==> config.mk <==
export PLATFORM = sky130hd
export DESIGN_NAME = me_ref_row_feeder_flat
export DESIGN_NICKNAME = d
export VERILOG_FILES = /design/src/rtl/me_ref_row_feeder_if.sv /design/src/rtl/me_ref_row_feeder.sv /design/src/flat_wrapper.sv
export SDC_FILE = /design/constraint.sdc
export NUM_CORES = 1
export LEC_CHECK = 0
export ABC_CLOCK_PERIOD_IN_PS = 14900
export BUFFER_PORTS_ARGS = -buffer_cell sky130_fd_sc_hd__buf_2
export CORE_MARGIN = 1
export CORE_UTILIZATION = 45
export DETAILED_ROUTE_END_ITERATION = 12
export PLACE_DENSITY = 0.71
export SYNTH_ARGS = -nofsm -noshare
export SYNTH_HDL_FRONTEND = slang
export SYNTH_SLANG_ARGS = --single-unit
==> constraint.sdc <==
create_clock -name clk -period 14.9 [get_ports clk]
set_input_delay 1.49 -clock clk [delete_from_list [all_inputs] [get_ports clk]]
set_output_delay 1.49 -clock clk [all_outputs]
set_load 0.005 [all_outputs]
==> src/rtl/me_ref_row_feeder_if.sv <==
// Controller/reference-buffer/PE-array bundle for the reference row feeder.
// The feeder takes the slave side; the environment (controller + buffer) is the master.
interface me_ref_row_feeder_if #(
    parameter int PIX_W   = 8,
    parameter int ROW_PIX = 32,
    parameter int ADDR_W  = 11
);
    localparam int ROW_W = PIX_W * ROW_PIX;

    logic              start;
    logic              ref_input_control;
    logic              change_ref;
    logic              CB_select;
    logic              mem_rd_en;
    logic [ADDR_W-1:0] mem_addr;
    logic [ROW_W-1:0]  mem_rdata;
    logic [ROW_W-1:0]  ref_row;
    logic              ref_valid;
    logic [4:0]        col_idx;
    logic              pass_id;
    logic              col_done;
    logic              pass_err;
    logic              busy;
    logic              done;

    modport slave (
        input  start, ref_input_control, change_ref, CB_select, mem_rdata,
        output mem_rd_en, mem_addr, ref_row, ref_valid, col_idx, pass_id,
               col_done, pass_err, busy, done
    );

    modport master (
        output start, ref_input_control, change_ref, CB_select, mem_rdata,
        input  mem_rd_en, mem_addr, ref_row, ref_valid, col_idx, pass_id,
               col_done, pass_err, busy, done
    );
endinterface

==> src/rtl/me_ref_row_feeder.sv <==
// Feeds reference rows to the PE array: one row per change_ref step, with a
// one-row prefetch so each step shows the next row after exactly one cycle.
module me_ref_row_feeder #(
    parameter int PIX_W         = 8,
    parameter int ROW_PIX       = 32,
    parameter int ROWS_PER_PASS = 38,
    parameter int NUM_COLS      = 32,
    parameter int ADDR_W        = 11
) (
    input  logic               clk,
    input  logic               rst,
    me_ref_row_feeder_if.slave bus
);
    localparam int ROW_W = PIX_W * ROW_PIX;
    localparam int RW    = $clog2(ROWS_PER_PASS);
    localparam int CW    = 5;

    localparam logic [2:0] S_IDLE   = 3'd0;
    localparam logic [2:0] S_PRIME0 = 3'd1;
    localparam logic [2:0] S_PRIME1 = 3'd2;
    localparam logic [2:0] S_FEED   = 3'd3;
    localparam logic [2:0] S_DONE   = 3'd4;

    typedef struct packed {
        logic [CW-1:0] col;
        logic          pass;
        logic [RW-1:0] row;
    } ptr_t;

    function automatic ptr_t advance(input ptr_t p);
        ptr_t n;
        n = p;
        if (p.row == RW'(ROWS_PER_PASS - 1)) begin
            n.row  = '0;
            n.pass = ~p.pass;
            if (p.pass) n.col = p.col + CW'(1);
        end else begin
            n.row = p.row + RW'(1);
        end
        return n;
    endfunction

    function automatic logic is_final(input ptr_t p);
        return (p.row == RW'(ROWS_PER_PASS - 1)) && p.pass && (p.col == CW'(NUM_COLS - 1));
    endfunction

    function automatic logic [ADDR_W-1:0] row_addr(input ptr_t p);
        return ADDR_W'(p.col) * ADDR_W'(ROWS_PER_PASS) + ADDR_W'(p.row);
    endfunction

    logic [2:0]       state_q, state_d;
    ptr_t             ptr_q, ptr_d;
    logic [ROW_W-1:0] ref_row_q, ref_row_d;
    logic [ROW_W-1:0] nxt_row_q, nxt_row_d;
    logic             ref_valid_q, ref_valid_d;
    logic             pend_q;
    logic             col_done_q, col_done_d;
    logic             pass_err_q, pass_err_d;
    logic             rd_en;
    ptr_t             rd_ptr;
    ptr_t             ptr_nxt;
    logic             step;

    assign step    = bus.change_ref & bus.ref_input_control;
    assign ptr_nxt = advance(ptr_q);

    // NOTE: every variable gets a default before the case so no path infers a latch.
    always_comb begin
        state_d     = state_q;
        ptr_d       = ptr_q;
        ref_row_d   = ref_row_q;
        nxt_row_d   = nxt_row_q;
        ref_valid_d = ref_valid_q;
        col_done_d  = 1'b0;
        pass_err_d  = pass_err_q;
        rd_en       = 1'b0;
        rd_ptr      = '0;

        case (state_q)
            S_IDLE: begin
                if (bus.start) begin
                    ptr_d      = '0;
                    pass_err_d = 1'b0;
                    rd_en      = 1'b1;
                    state_d    = S_PRIME0;
                end
            end
            S_PRIME0: begin
                ref_row_d = bus.mem_rdata;
                rd_en     = 1'b1;
                rd_ptr    = ptr_nxt;
                state_d   = S_PRIME1;
            end
            S_PRIME1: begin
                nxt_row_d   = bus.mem_rdata;
                ref_valid_d = 1'b1;
                state_d     = S_FEED;
            end
            S_FEED: begin
                if (step) begin
                    if (bus.CB_select == ptr_q.pass) pass_err_d = 1'b1;
                    // A prefetch still in flight is forwarded straight to the PE array.
                    ref_row_d = pend_q ? bus.mem_rdata : nxt_row_q;
                    if (ptr_q.pass && ptr_q.row == RW'(ROWS_PER_PASS - 1)) col_done_d = 1'b1;
                    if (is_final(ptr_q)) begin
                        ref_valid_d = 1'b0;
                        state_d     = S_DONE;
                    end else begin
                        ptr_d = ptr_nxt;
                        if (!is_final(ptr_nxt)) begin
                            rd_en  = 1'b1;
                            rd_ptr = advance(ptr_nxt);
                        end
                    end
                end else if (pend_q) begin
                    nxt_row_d = bus.mem_rdata;
                end
            end
            S_DONE:  state_d = S_IDLE;
            default: state_d = S_IDLE;
        endcase
    end

    // NOTE: the wide row registers are reset as well, because ref_row must read 0 after reset.
    always_ff @(posedge clk or posedge rst) begin
        if (rst) begin
            state_q     <= S_IDLE;
            ptr_q       <= '0;
            ref_row_q   <= '0;
            nxt_row_q   <= '0;
            ref_valid_q <= 1'b0;
            pend_q      <= 1'b0;
            col_done_q  <= 1'b0;
            pass_err_q  <= 1'b0;
        end else begin
            state_q     <= state_d;
            ptr_q       <= ptr_d;
            ref_row_q   <= ref_row_d;
            nxt_row_q   <= nxt_row_d;
            ref_valid_q <= ref_valid_d;
            pend_q      <= rd_en;
            col_done_q  <= col_done_d;
            pass_err_q  <= pass_err_d;
        end
    end

    assign bus.mem_rd_en = rd_en;
    assign bus.mem_addr  = row_addr(rd_ptr);
    assign bus.ref_row   = ref_row_q;
    assign bus.ref_valid = ref_valid_q;
    assign bus.col_idx   = ptr_q.col;
    assign bus.pass_id   = ptr_q.pass;
    assign bus.col_done  = col_done_q;
    assign bus.pass_err  = pass_err_q;
    assign bus.busy      = (state_q != S_IDLE);
    assign bus.done      = (state_q == S_DONE);
endmodule

==> src/flat_wrapper.sv <==
// flat-port wrapper written by rule: the top's interface ports become plain ports
module me_ref_row_feeder_flat 
#(
    parameter int PIX_W         = 8,
    parameter int ROW_PIX       = 32,
    parameter int ROWS_PER_PASS = 38,
    parameter int NUM_COLS      = 32,
    parameter int ADDR_W        = 11
)
  (clk, rst, bus_start, bus_ref_input_control, bus_change_ref, bus_CB_select, bus_mem_rdata, bus_mem_rd_en, bus_mem_addr, bus_ref_row, bus_ref_valid, bus_col_idx, bus_pass_id, bus_col_done, bus_pass_err, bus_busy, bus_done);
  me_ref_row_feeder_if #(.PIX_W(PIX_W), .ROW_PIX(ROW_PIX), .ADDR_W(ADDR_W)) bus_i ();
  input  logic clk;
  input  logic rst;
  input wire logic [$bits(bus_i.start)-1:0] bus_start;
  input wire logic [$bits(bus_i.ref_input_control)-1:0] bus_ref_input_control;
  input wire logic [$bits(bus_i.change_ref)-1:0] bus_change_ref;
  input wire logic [$bits(bus_i.CB_select)-1:0] bus_CB_select;
  input wire logic [$bits(bus_i.mem_rdata)-1:0] bus_mem_rdata;
  output wire logic [$bits(bus_i.mem_rd_en)-1:0] bus_mem_rd_en;
  output wire logic [$bits(bus_i.mem_addr)-1:0] bus_mem_addr;
  output wire logic [$bits(bus_i.ref_row)-1:0] bus_ref_row;
  output wire logic [$bits(bus_i.ref_valid)-1:0] bus_ref_valid;
  output wire logic [$bits(bus_i.col_idx)-1:0] bus_col_idx;
  output wire logic [$bits(bus_i.pass_id)-1:0] bus_pass_id;
  output wire logic [$bits(bus_i.col_done)-1:0] bus_col_done;
  output wire logic [$bits(bus_i.pass_err)-1:0] bus_pass_err;
  output wire logic [$bits(bus_i.busy)-1:0] bus_busy;
  output wire logic [$bits(bus_i.done)-1:0] bus_done;
  assign bus_i.start = bus_start;
  assign bus_i.ref_input_control = bus_ref_input_control;
  assign bus_i.change_ref = bus_change_ref;
  assign bus_i.CB_select = bus_CB_select;
  assign bus_i.mem_rdata = bus_mem_rdata;
  assign bus_mem_rd_en = bus_i.mem_rd_en;
  assign bus_mem_addr = bus_i.mem_addr;
  assign bus_ref_row = bus_i.ref_row;
  assign bus_ref_valid = bus_i.ref_valid;
  assign bus_col_idx = bus_i.col_idx;
  assign bus_pass_id = bus_i.pass_id;
  assign bus_col_done = bus_i.col_done;
  assign bus_pass_err = bus_i.pass_err;
  assign bus_busy = bus_i.busy;
  assign bus_done = bus_i.done;
  me_ref_row_feeder #(.PIX_W(PIX_W), .ROW_PIX(ROW_PIX), .ROWS_PER_PASS(ROWS_PER_PASS), .NUM_COLS(NUM_COLS), .ADDR_W(ADDR_W)) u_core (.clk(clk), .rst(rst), .bus(bus_i));
endmodule
Yosys cells after proc, flatten, opt, wreduce, memory -nomap -nowiden
Index checks and enable logic that the tools add are counted.
W data, S select, Z words.
- $add $sub $neg: 5
- $mul: 1
- divide/modulo/power cells: 0
- $lt $le $gt $ge: 0
- equality and inequality tests: 15
- shift-type cells: 0
- mux-type cells: 38
- bitwise gates (word level): 3
- reductions and logical operators: 15
- operators with widths (operator ; count):
    $pmux W256 S2 ; 2
    $mux W256 ; 3
    $mux W12 ; 6
    $pmux W12 S2 ; 2
    $mux W6 ; 4
    $add A6 B1 Y6 const B ; 2
    $eq A6 B6 Y1 const B ; 2
    $mux W1 ; 12
    $pmux W3 S4 ; 1
    $add A11 B6 Y11 ; 1
    $add A5 B1 Y5 const B ; 2
    $eq A5 B5 Y1 const B ; 2
    $mul A5 B5 Y10 const B ; 1
    $mux W5 ; 2
    $mux W3 ; 3
    $reduce_and A4 Y1 ; 2
    $eq A3 B2 Y1 const B ; 2
    $ne A2 B1 Y1 const B ; 3
    $ne A2 B2 Y1 const B ; 3
    $reduce_and A3 Y1 ; 2
    $reduce_bool A2 Y1 ; 3
    $logic_and A1 B1 Y1 ; 4
    $pmux W1 S2 ; 2
    $reduce_and A2 Y1 ; 2
    8 further kinds ; 9
- flip-flop bits (word level): 531
- latch bits: 0
- memory bits (writable): 0
- bits in read-only memories: 0
- bits of input ports: 262
- output and inout bits: 279
- word-level logic and storage cells: 87
- memories: 0

Longest topological paths before layout
- depth in word-level cells: 12
- mapped depth: 25
- depth with buffers taken out: 25

Least setup slack after synthesis
OpenSTA, ideal clock, no wires.
- path type: input -> output
- from: input bus_change_ref
- to: output bus_mem_addr[10]
- arrival: 4.898 ns
- required time: 13.410 ns
- path slack: 8.512 ns
- stages: 18
- buffers on the path: 0
- path through: and3_1 -> nand2_2 -> a21oi_2 -> nand2_1 -> or2_1 -> o22ai_1 -> ha_1 -> ha_1 -> inv_1 -> fa_1 -> inv_1 -> ha_1 -> o21ai_0 -> o21bai_1 -> a21oi_1 -> and3b_1 -> and3_1 -> o211a_1
- longest elaborated chain between the ends: 5
- ends and longest elaborated chain (item ; RTL line ; text):
    start: declaration ; flat_wrapper.sv:16 ; input wire logic [$bits(bus_i.change_ref)-1:0] bus_change_ref;
    $and A1 B1 Y1 (*) ; me_ref_row_feeder.sv:64 ; assign step = bus.change_ref & bus.ref_input_control;
    $mux W12 (*) ; me_ref_row_feeder.sv:100 ; if (step) begin
    $pmux W12 S2 (*) ; me_ref_row_feeder.sv:79 ; case (state_q)
    $mul A5 B5 Y10 ; me_ref_row_feeder.sv:48 ; return ADDR_W'(p.col) * ADDR_W'(ROWS_PER_PASS) + ADDR_W'(p.row);
    $add A11 B6 Y11 (*) ; me_ref_row_feeder.sv:48 ;
    end: declaration ; flat_wrapper.sv:20 ; output wire logic [$bits(bus_i.mem_addr)-1:0] bus_mem_addr;
Every way passes the cells marked *; elsewhere a longest branch is shown, timed or not.

Worst setup path in the final report
- from: register u_core.ptr_q[0] (netlist name)
- to: output bus_mem_addr[10]
- longest elaborated chain between the ends: 11
- elaborated cells between the ends (all ways): 21
- classes of those cells: add/sub (4); mul (1); eq/ne (3); mux (9); reduce/logical (4)
- ends and longest elaborated chain (item ; RTL line ; text):
    start: declaration ; me_ref_row_feeder.sv:52 ; ptr_t ptr_q, ptr_d;
    start signal: assignment ; me_ref_row_feeder.sv:137 ; ptr_q <= ptr_d;
    $eq A6 B6 Y1 / $add A6 B1 Y6 (equally long branches) ; me_ref_row_feeder.sv:33, me_ref_row_feeder.sv:44, me_ref_row_feeder.sv:38 ;
    $mux W6 ; me_ref_row_feeder.sv:33 ; if (p.row == RW'(ROWS_PER_PASS - 1)) begin
    $add A5 B1 Y5 / $eq A6 B6 Y1 (equally long branches) ; me_ref_row_feeder.sv:36, me_ref_row_feeder.sv:33, me_ref_row_feeder.sv:44 ;
    $mux W5 / $logic_and A1 B1 Y1 (equally long branches) ; me_ref_row_feeder.sv:36, me_ref_row_feeder.sv:44 ;
    $mux W6 / $logic_and A1 B1 Y1 (equally long branches) ; me_ref_row_feeder.sv:33, me_ref_row_feeder.sv:44 ;
    $mux W12 ; me_ref_row_feeder.sv:110 ; if (!is_final(ptr_nxt)) begin
    $mux W12 ; me_ref_row_feeder.sv:105 ; if (is_final(ptr_q)) begin
    $mux W12 ; me_ref_row_feeder.sv:100 ;
    $pmux W12 S2 (*) ; me_ref_row_feeder.sv:79 ;
    $mul A5 B5 Y10 ; me_ref_row_feeder.sv:48 ;
    $add A11 B6 Y11 (*) ; me_ref_row_feeder.sv:48 ;
Marked as above.

==> impl_results.md <==
- Status: finished, final reports clean
- Final setup violating endpoints: 0
- Sinks on the clock net: ~530
- I/O Buffers: 540
- Critical-path top delay cell: a21oi_2
- Deepest clock path buffer count: 3
- Crit path launch type: register
- Max-cap violation count: 0
- Worst min path class: register to register
- Leading post-synthesis cells by cell area: dfrtp_1, mux2_2, mux2i_1, a21oi_1, nor2_1
- Number of global-route vias before repair: around 17000
- Die footprint: roughly 53000 sq um
- Setup bufs post-CTS: 0
- Final min period: 7.726 ns
- Synth Instances: 1921
- Max Freq: about 130 MHz
- Flops & latches, synth: roughly 530
- Yosys warnings: 0
- Clock root buffer master: clkbuf_16
- Crit path DAT: 6.24 ns
- Routability cong.: 0.8317
- Post-Syn Area: about 23000 sq um
- P&R area growth vs syn: 20.84%
- Share of layout cells above drive strength 1: a little under two fifths
- Synth area leader: dfrtp_1
- Req. time, crit path: 13.41 ns
- H-Tree Depth: 2
- 1st-pass router iterations: 4
- Synthesized Nets: about 2200
- Hold buffers post-CTS: 0
- DR DRC count: 0
- I/O pin total: 541
- Unrepaired setup endpoints after global routing: no
- Synth unique cells: between 50 and 60
- Design Area, Final: approximately 28000 sq um
- Hold Violations, Final: 0
- PwrDens: 138.8 nW/um^2
- Mean Syn Cell Area: between 10 and 15 sq um
- Setup TNS Final: 0 ns
- Final Max Slew Viols: 0
- Dominant cell by count in the synthesized netlist: dfrtp_1
- Total grt overflow: 0
- Dpl cells: between 3000 and 4000
- Final net count: roughly 2700
- Crit Path Class: register to output pin
- Initial Util: ~46%
- Worst slew pin tran: 1.102 ns
- Drt total wl: about 58000 microns
- Max transition margin: between 20% and 30%
- Global-route wire length before repair: roughly 90000 microns
- Top cells by count, synth: dfrtp_1, nor2_1, a21oi_1
- FP Rows: between 80 and 90
- Die height: between 200 and 250 microns
- Post-synthesis sequential area ratio: 56.73%
- Setup Skew: 0.01590 ns
- # resized after CTS: 0
- Worst Path Max Fanout: 18
- Leak: approximately 14 nW
- Skew-Pair Late Insertion Delay: approximately 0.59 ns
- DR iter-0 viols: approximately 870
- Core footprint: ~50000 sq um
- GRT Total Usage: around 21%
- Maximum vdd drop: between 0.00009 and 0.0001 V
- CP Capture Type: output pin
- Via count: between 15000 and 20000
- Post-synth top area share: a little under three fifths
- Largest net degree at the start of global routing: roughly 220
- Vias/cell: 5.256
- Wire length per cell: around 18 microns
- Post-synth ARST share: 100.0%
- Total CTS buffers: 56
- Final HPWL DP: a little under 40000 microns
- Final period util: 51.85%
- Placed instance area: ~26000 sq um
- TritonCTS clock tree: yes
- Critical Path, Cell by Cell: ha_1, and4bb_4, nand2_1, inv_2, ha_1, a21oi_2, nand2_1, or2_1, mux2i_1, ha_1, ha_1, inv_1, fa_1, inv_1, ha_1, o21ai_0, o21bai_1, a21oi_1, and3b_1, and3_1, o211a_1, buf_2
- Dominant synthesized flop cell: dfrtp_1
- Post-route ant nets: 0
- EDFF count, synth: 0
- Initial antenna violation count: 14
- CP peak stage delay: a little under 0.7 ns
- Top cell by count, worst path: ha_1
- Die Wd: ~230 microns
- Clock transition at path regs: ~0.060 ns
- Final cell count without fillers: about 3100
## logic make-up (layout without fill, tap and decap cells)
| family | after synthesis | after routing | share of synthesized area [%] |
|---|---|---|---|
| adder cells (fa/ha/maj) | 30 | 30 | 1.667 |
| flip-flops | 531 | 531 | 56.73 |
| AND/OR/NAND/NOR | 352 | 352 | 6.411 |
| other | 0 | 9 | 0 |
| buffers and inverters | 145 | 677 | 3.403 |
| multiplexers | 518 | 518 | 23.54 |
| XOR/XNOR | 19 | 19 | 0.7105 |
| AO/OA/AOI/OAI | 326 | 326 | 7.538 |
## final timing paths
| path | start | to | slack [ns] | cells after the start |
|---|---|---|---|---|
| setup / recovery | u_core.ptr_q[0]$_DFFE_PP0P_ | bus_mem_addr[10] | 7.17 | 22 |
| hold / removal | u_core.nxt_row_q[120]$_DFFE_PP0P_ | u_core.nxt_row_q[120]$_DFFE_PP0P_ | 0.50 | 1 |
| setup reg to reg | u_core.state_q[2]$_DFFE_PP0P_ | u_core.bus.ref_row[189]$_DFFE_PP0P_ | 10.49 | 7 |
| hold reg to reg | u_core.nxt_row_q[120]$_DFFE_PP0P_ | u_core.nxt_row_q[120]$_DFFE_PP0P_ | 0.50 | 1 |
| max in group asynchronous | rst | u_core.bus.ref_row[24]$_DFFE_PP0P_ | 11.04 | 5 |
| min in group asynchronous | rst | u_core.nxt_row_q[137]$_DFFE_PP0P_ | 0.91 | 2 |
## worst max-delay path, delay by kind of cell, from the launching register on
kind,cells,cell delay [ns]
adders and majority gates,6,1.79
DFF,1,0.48
AOI/OAI and AO/OA,5,1.34
and+or+nand+nor,6,1.39
muxes,1,0.33
buffers and inverters,4,0.31
## state kept, by name, summed over array words and instances, names as in the netlist
register / flops
u_core.ptr_q: 6
u_core.bus.pass_err: 1
u_core.pend_q: 1
u_core.bus.pass_id: 1
u_core.bus.col_done: 1
u_core.state_q: 3
u_core.bus.ref_row: 256
u_core.bus.col_idx: 5
u_core.nxt_row_q: 256
u_core.bus.ref_valid: 1
## per-layer routing
layer	share of wire (%)	routed length, microns	GRT usage [%]
met1	42	24270	27.33
met2	48	27890	35.34
met3	6.2	3592	5.221
met4	2.9	1693	7.844
met5	0.15	86	0
## where the power goes
part           total, mW  internal, mW  switching, mW
sequential          1.85          1.70          0.145
combinational      0.707         0.353          0.354
clock               1.38         0.799          0.576
total               3.93          2.85           1.07
## metrics by stage
| stage | hold WS [ns] | utilization [%] | setup slack (ns) | power, mW |
|---|---|---|---|---|
| detailed placement | 0.4953 | 51.44 | 7.432 | 2.581 |
| finish | 0.5043 | 55.06 | 7.174 | 3.929 |
| global route | 0.5148 | 55.04 | 6.673 | 4.127 |
| global placement | 0.4880 | 51.44 | 7.580 | 2.542 |
| floorplan | 0.4804 | - | 6.192 | 2.278 |
| CTS | 0.5091 | 55.01 | 7.179 | 3.974 |
## cells in the final DEF (no fill, tap or decap), types with 13 or more instances in the layout
master,n
a21oi_1,268
buf_2,540
clkbuf_1,13
clkbuf_16,58
clkinv_2,15
dfrtp_1,531
ha_1,28
inv_1,14
mux2_2,258
mux2i_1,259
nand2_1,17
nand3_1,17
nor2_1,271
o21ai_0,20
## final cells by class
type                    instances  area, sq um
fillers                      4386        23100
well taps                     680        850.8
clock inverters                24        200.2
diodes                          9        22.52
inverters                      16        63.81
multi-input cells            1245         9366
flip-flops and latches        531        13290
clock buffers                  81         1638
repair buffers                556         2873
Power figures use the tool's default switching activity.
